$ cat src/rtl/rvc_fetch_aligner.sv
// rvc_fetch_aligner: aligns 16/32-bit RISC-V instructions from a word I-cache through a one-word buffer
module rvc_fetch_aligner #(
    parameter int CNT_W = 16
) (
    input  logic             clk,
    input  logic             proc_reset,
    input  logic             fetch_req,
    input  logic [30:0]      fetch_pc,
    input  logic             fetch_flush,
    output logic             inst_valid,
    output logic [31:0]      inst_data,
    output logic             inst_is_rvc,
    output logic             fetch_stall,
    output logic             icache_ren,
    output logic [29:0]      icache_addr,
    input  logic             icache_stall,
    input  logic [31:0]      icache_rdata,
    output logic [CNT_W-1:0] span_cnt
);
    typedef enum logic [1:0] {IDLE, FILL, SPAN} state_t;
    state_t state, state_nx;
    logic [31:0] buf_word;
    logic [29:0] buf_tag, req_addr, req_addr_nx, w;
    logic [15:0] span_hi, span_hi_nx, lo, hi;
    logic        buf_valid, discard, h, hit, lo_rvc, hi_rvc, done, drop;
    assign w      = fetch_pc[30:1];
    assign h      = fetch_pc[0];
    assign lo     = buf_word[15:0];
    assign hi     = buf_word[31:16];
    assign lo_rvc = lo[1:0] != 2'b11;
    assign hi_rvc = hi[1:0] != 2'b11;
    assign hit    = buf_valid && buf_tag == w;
    assign done   = state != IDLE && !icache_stall;
    assign drop   = discard || fetch_flush;
    always_comb begin
        state_nx    = state;
        req_addr_nx = req_addr;
        span_hi_nx  = span_hi;
        inst_valid  = 1'b0;
        inst_data   = 32'd0;
        inst_is_rvc = 1'b0;
        fetch_stall = 1'b0;
        icache_ren  = 1'b0;
        icache_addr = 30'd0;
        case (state)
            IDLE: if (fetch_req && !fetch_flush) begin
                if (hit && (!h || hi_rvc)) begin
                    inst_valid  = 1'b1;
                    inst_is_rvc = h ? 1'b1 : lo_rvc;
                    inst_data   = h ? {16'd0, hi} : (lo_rvc ? {16'd0, lo} : buf_word);
                end else begin
                    fetch_stall = 1'b1;
                    state_nx    = hit ? SPAN : FILL;
                    req_addr_nx = hit ? w + 30'd1 : w;
                    span_hi_nx  = hit ? hi : span_hi;
                end
            end
            FILL: begin
                icache_ren  = 1'b1;
                icache_addr = req_addr;
                fetch_stall = 1'b1;
                state_nx    = done ? IDLE : FILL;
            end
            SPAN: begin
                icache_ren  = 1'b1;
                icache_addr = req_addr;
                inst_valid  = done && !drop;
                fetch_stall = !(done && !drop);
                inst_data   = done && !drop ? {icache_rdata[15:0], span_hi} : 32'd0;
                state_nx    = done ? IDLE : SPAN;
            end
            default: state_nx = IDLE;
        endcase
    end
    always_ff @(posedge clk) begin
        if (proc_reset) begin
            state     <= IDLE;
            buf_word  <= 32'd0;
            buf_tag   <= 30'd0;
            buf_valid <= 1'b0;
            req_addr  <= 30'd0;
            span_hi   <= 16'd0;
            discard   <= 1'b0;
            span_cnt  <= '0;
        end else begin
            state    <= state_nx;
            req_addr <= req_addr_nx;
            span_hi  <= span_hi_nx;
            discard  <= state != IDLE && !done && drop;
            if (done) begin
                buf_word  <= icache_rdata;
                buf_tag   <= req_addr;
                buf_valid <= 1'b1;
            end
            if (state == SPAN && done && !drop && !(&span_cnt))
                span_cnt <= span_cnt + 1'b1;
        end
    end
endmodule

$ cat config.mk
export PLATFORM = sky130hd
export DESIGN_NAME = rvc_fetch_aligner
export DESIGN_NICKNAME = d
export VERILOG_FILES = /design/src/rtl/rvc_fetch_aligner.sv
export SDC_FILE = /design/constraint.sdc
export NUM_CORES = 1
export LEC_CHECK = 0
export BUFFER_PORTS_ARGS = -buffer_cell sky130_fd_sc_hd__buf_2
export CORE_MARGIN = 10
export CORE_UTILIZATION = 55
export DETAILED_ROUTE_END_ITERATION = 16
export PLACE_DENSITY = 0.81
export SKIP_CTS_REPAIR_TIMING = 1
export SYNTH_ARGS = -nofsm -noshare
export SYNTH_HDL_FRONTEND = slang
export SYNTH_SLANG_ARGS = --single-unit
$ cat constraint.sdc
create_clock -name clk -period 6 [get_ports clk]
set_input_delay 1.8 -clock clk [delete_from_list [all_inputs] [get_ports clk]]
set_output_delay 1.8 -clock clk [all_outputs]
set_load 0.05 [all_outputs]
# == Word level (Yosys, flattened, before mapping) ==
# Cells that the tools add are included.
# classes
add_sub_neg,2
n_eq_ne,7
n_mux,25
bitwise,1
n_reduce_logical,26
# op_table
op,count
$mux 32,5
$pmux 32 s2,1
$mux 30,2
$add 30x1->30 const B,1
$eq 30x30->1,1
$add 16x1->16 const B,1
$reduce_and 16->1,1
$logic_and 1x1->1,10
$mux 1,10
$mux 2,4
$ne 2x2->1 const B,4
$logic_not 1->1,7
$pmux 2 s3,1
$reduce_and 4->1,1
$pmux 1 s3,1
$reduce_and 3->1,1
$eq 2x1->1 const B,1
$eq 2x2->1 const B,1
$logic_not 2->1,1
$logic_or 1x1->1,2
$pmux 1 s2,1
$reduce_and 2->1,1
$reduce_bool 2->1,1
$reduce_or 2->1,1
$not 1->1,1
# totals
register_bits,128
inputBits,68
out_inout_bits,82
word_cells,69

# == Depth between registers and ports, before layout ==
# logic_depth
ltp_word,6
depth_mapped,10

# == Least setup slack after synthesis ==
# OpenSTA, ideal clock, no wires.
# synth_path
path_kind,input to output
start,in fetch_pc[3]
end,out inst_data[10]
arrival_ps,4348
required_ps,4200
slack_ps,-148
stages,8
n_path_buf,3
path_cell_list,buf_6 > xnor2_2 > nand4_1 > nor4_4 > buf_2 > nand4_2 > clkbuf_1 > o21ai_0
# synth_via
elab_chain_len,6
# synth_rtl
element,line,source
from (decl),8,"input logic [30:0] fetch_pc,"
$eq 30x30->1,32,assign hit = buf_valid && buf_tag == w;
$logic_and 1x1->1,32,
$logic_and 1x1->1,47,if (hit && (!h || hi_rvc)) begin
$mux 32,47,
$mux 32,46,IDLE: if (fetch_req && !fetch_flush) begin
$pmux 32 s2,45,case (state)
to (decl),11,"output logic [31:0] inst_data,"
# No other way between the ends.

# == Final worst setup path ==
# layout_path
start,in fetch_pc[26]
end,out inst_data[21]
# Same word-level chain as after synthesis.

==> flow_summary.ini <==
[clock_network]
clk_pin_slew_worst_paths_ps = 50
cts_tree = built
numCtsBuffers = 17
clkLatencyLatePin_ps = 420
cts_num_sinks = 128
clock_path_buffers = 2
htree_levels = 4
clockRootBuffer = clkbuf_16

[die]
rows = 40
die_w_um = 130
io_pins = 150
die_area_um2 = 16900
start_util = 0.557
core_area_um2 = 11900
die_y_um = 130

[place]
io_buffers = 149
dp_hpwl_um = 13400
place_inst = 1101
gp_congestion = 0.895

[timing]
min_period_ps = 5490
finalHoldViolations = 0
clock.fmax_mhz = 182
fin_worst_skew_ps = 10.9
fin_hold_ws_ps = 451
rsz0062_at_grt = no
final_max_slew_viol_count = 0
period_share = 0.916
slew_headroom = 0.278
tightestPinTransition_ps = 1080
setup_violations = 0

[drt]
dr.pass1.iters = 6
met3_length_um = 1740
finalWirelength_um = 19800
via_per_inst = 5.92
drt_iter0_drc = 766
top_layer_used = met4
wl_met1_um = 8610
drc_errors = 0
vias = 6690
wl_met2_um = 9040
ant_nets = 0
wl_per_cell_um = 17.5

[final_layout]
drive_above_1_share = 0.204
fin_nets = 1047
area_growth_pct = 19.8
antenna_cells = 0
instances_no_fill = 1131
fillers = 1064

[power]
vdd_drop_max_uv = 209
cellLeakagePower_nw = 3.09
power_density_nw_per_um2 = 259

[synthesis]
yosysMostFrequentCell = nand2_1
synthFlopType = dfxtp_1
ys_ff_latch = 128
avgSynthCellArea_um2 = 7.78
yosys-top-cells-area = dfxtp_1 39%, nand2_1 10%, a21oi_1 6.8%
synth_edf_count = 0
async_reset_ff_frac = 0
synthTopCellsByCount = 176 x nand2_1, 128 x dfxtp_1, 90 x a21oi_1
synth.net_count = 927
synthCells = 853
synth-seq-area-share = 0.386
yosysTopAreaCell = dfxtp_1
synth_area_um2 = 6630
yosys_warnings = 0
synth_top_area_frac = 0.386
yosysUniqueCellTypes = 59

[global_routing]
grt_pass1_wl_um = 31800
grt_max_degree = 103
grt_use_total = 0.231
antenna_found_initial = 0
grt_remaining_overflow = 0
grt_pass1_vias = 6399

[min_path]
worst_hold_path_type = flip-flop to flip-flop

[worst_setup_path]
cp-endpoint = inst_data[21]
arrival_ps = 3690
crit_required_ps = 4200
reg2reg_from = state[0]
crit_path_end_kind = output pin
worstPathMaxFanout = 16
reg2reg_to = span_hi[14]
critPathKind = input pin to output pin
rrSetupSlack_ps = 2890
reg2reg_depth = 7
cp-startpoint = fetch_pc[26]
critPathLaunchType = input pin

[status]
outcome = completed

[job]
cap_violations = 0
where the power goes:
group	total (mW)	internal, mW	switching [mW]
Clock	0.964	0.603	0.361
Sequential	0.897	0.877	0.0200
Combinational	0.199	0.0674	0.132
Total	2.06	1.55	0.513
state kept, by name (all words and copies together), names as in the netlist:
signal	flops
buf_tag	30
buf_valid	1
buf_word	32
discard	1
req_addr	30
span_cnt	16
span_hi	16
state	2
placed cells by master (no fill, tap or decap), types with 6 or more instances in the layout:
cell type  count
xnor2_1       31
nand3_1       30
buf_4         13
a21oi_1       90
nor2_1        51
ha_1           6
a311oi_1      13
o21ai_0       31
dfxtp_1      128
a22o_1        16
a211oi_1      12
buf_2        148
nor3_1        10
clkbuf_16     17
or3_1         15
and3_1        12
o31ai_1       12
inv_1         12
nor4_1         7
clkinv_2       6
nand4_1       22
and2_1        33
nand2_1      176
xor2_1        12
mux2i_1       16
or4_1         10
per-stage QoR:
stage / setup slack (ps) / power, mW / instance area [um2] / util / TNS (ps)
final: 506 / 2.06 / 7950 / 0.667 / 0
after global routing: 400 / 2.12 / 7950 / 0.667 / 0
after CTS: 524 / 2.07 / 7950 / 0.667 / 0
after detailed placement: 542 / 1.11 / 7400 / 0.621 / 0
after global placement: 570 / 1.11 / 7400 / 0.621 / 0
after floorplan: -148 / 1.04 / 6630 / - / -887
worst min path at each step:
| stage | slack, ps | start | depth (start not counted) | end |
|---|---|---|---|---|
| floorplan | 430 | buf_word[1] | 2 | buf_word[1] |
| finish | 450 | buf_word[7] | 2 | buf_word[7] |
| global placement | 440 | buf_word[1] | 2 | buf_word[1] |
| CTS | 450 | buf_word[6] | 2 | buf_word[6] |
| detailed placement | 450 | buf_word[6] | 2 | buf_word[6] |
| global route | 470 | buf_word[6] | 2 | buf_word[6] |
cell type report:
class	count	area, um2	share of cell area
inverter	12	45.0	0.00567
timing repair buffer	161	838	0.105
clock inverter	7	60.1	0.00756
multi-input combinational	653	3770	0.474
clock buffer	23	488	0.0614
sequential	128	2560	0.322
tap	147	184	0.0231
critical path, cell delays in order:
cell and delay (ps):
buf_2 130, xnor2_1 280, nand4_1 210, nor4_4 340, nand4_2 150, nor2_2 100, buf_4 240, a22o_1 170
buf_2 260
cell families (layout without fill, tap and decap cells):
family          Yosys count  in the layout  share of synthesized area
compound gates          197            197                      0.185
xor+xnor                 44             44                     0.0592
fa+ha+maj                 6              6                     0.0113
buf+inv                  72            203                     0.0475
flops                   128            128                      0.386
mux                      16             16                     0.0241
simple gates            390            390                      0.286
layer usage:
| metal | up-vias | GRT usage |
|---|---|---|
| met2 | 263 | 0.358 |
| met4 | 0 | 0.0906 |
| met5 | - | 0 |
| met3 | 35 | 0.0714 |
| met1 | 3146 | 0.293 |
| li1 | 3246 | - |
Power figures use the tool's default switching activity.
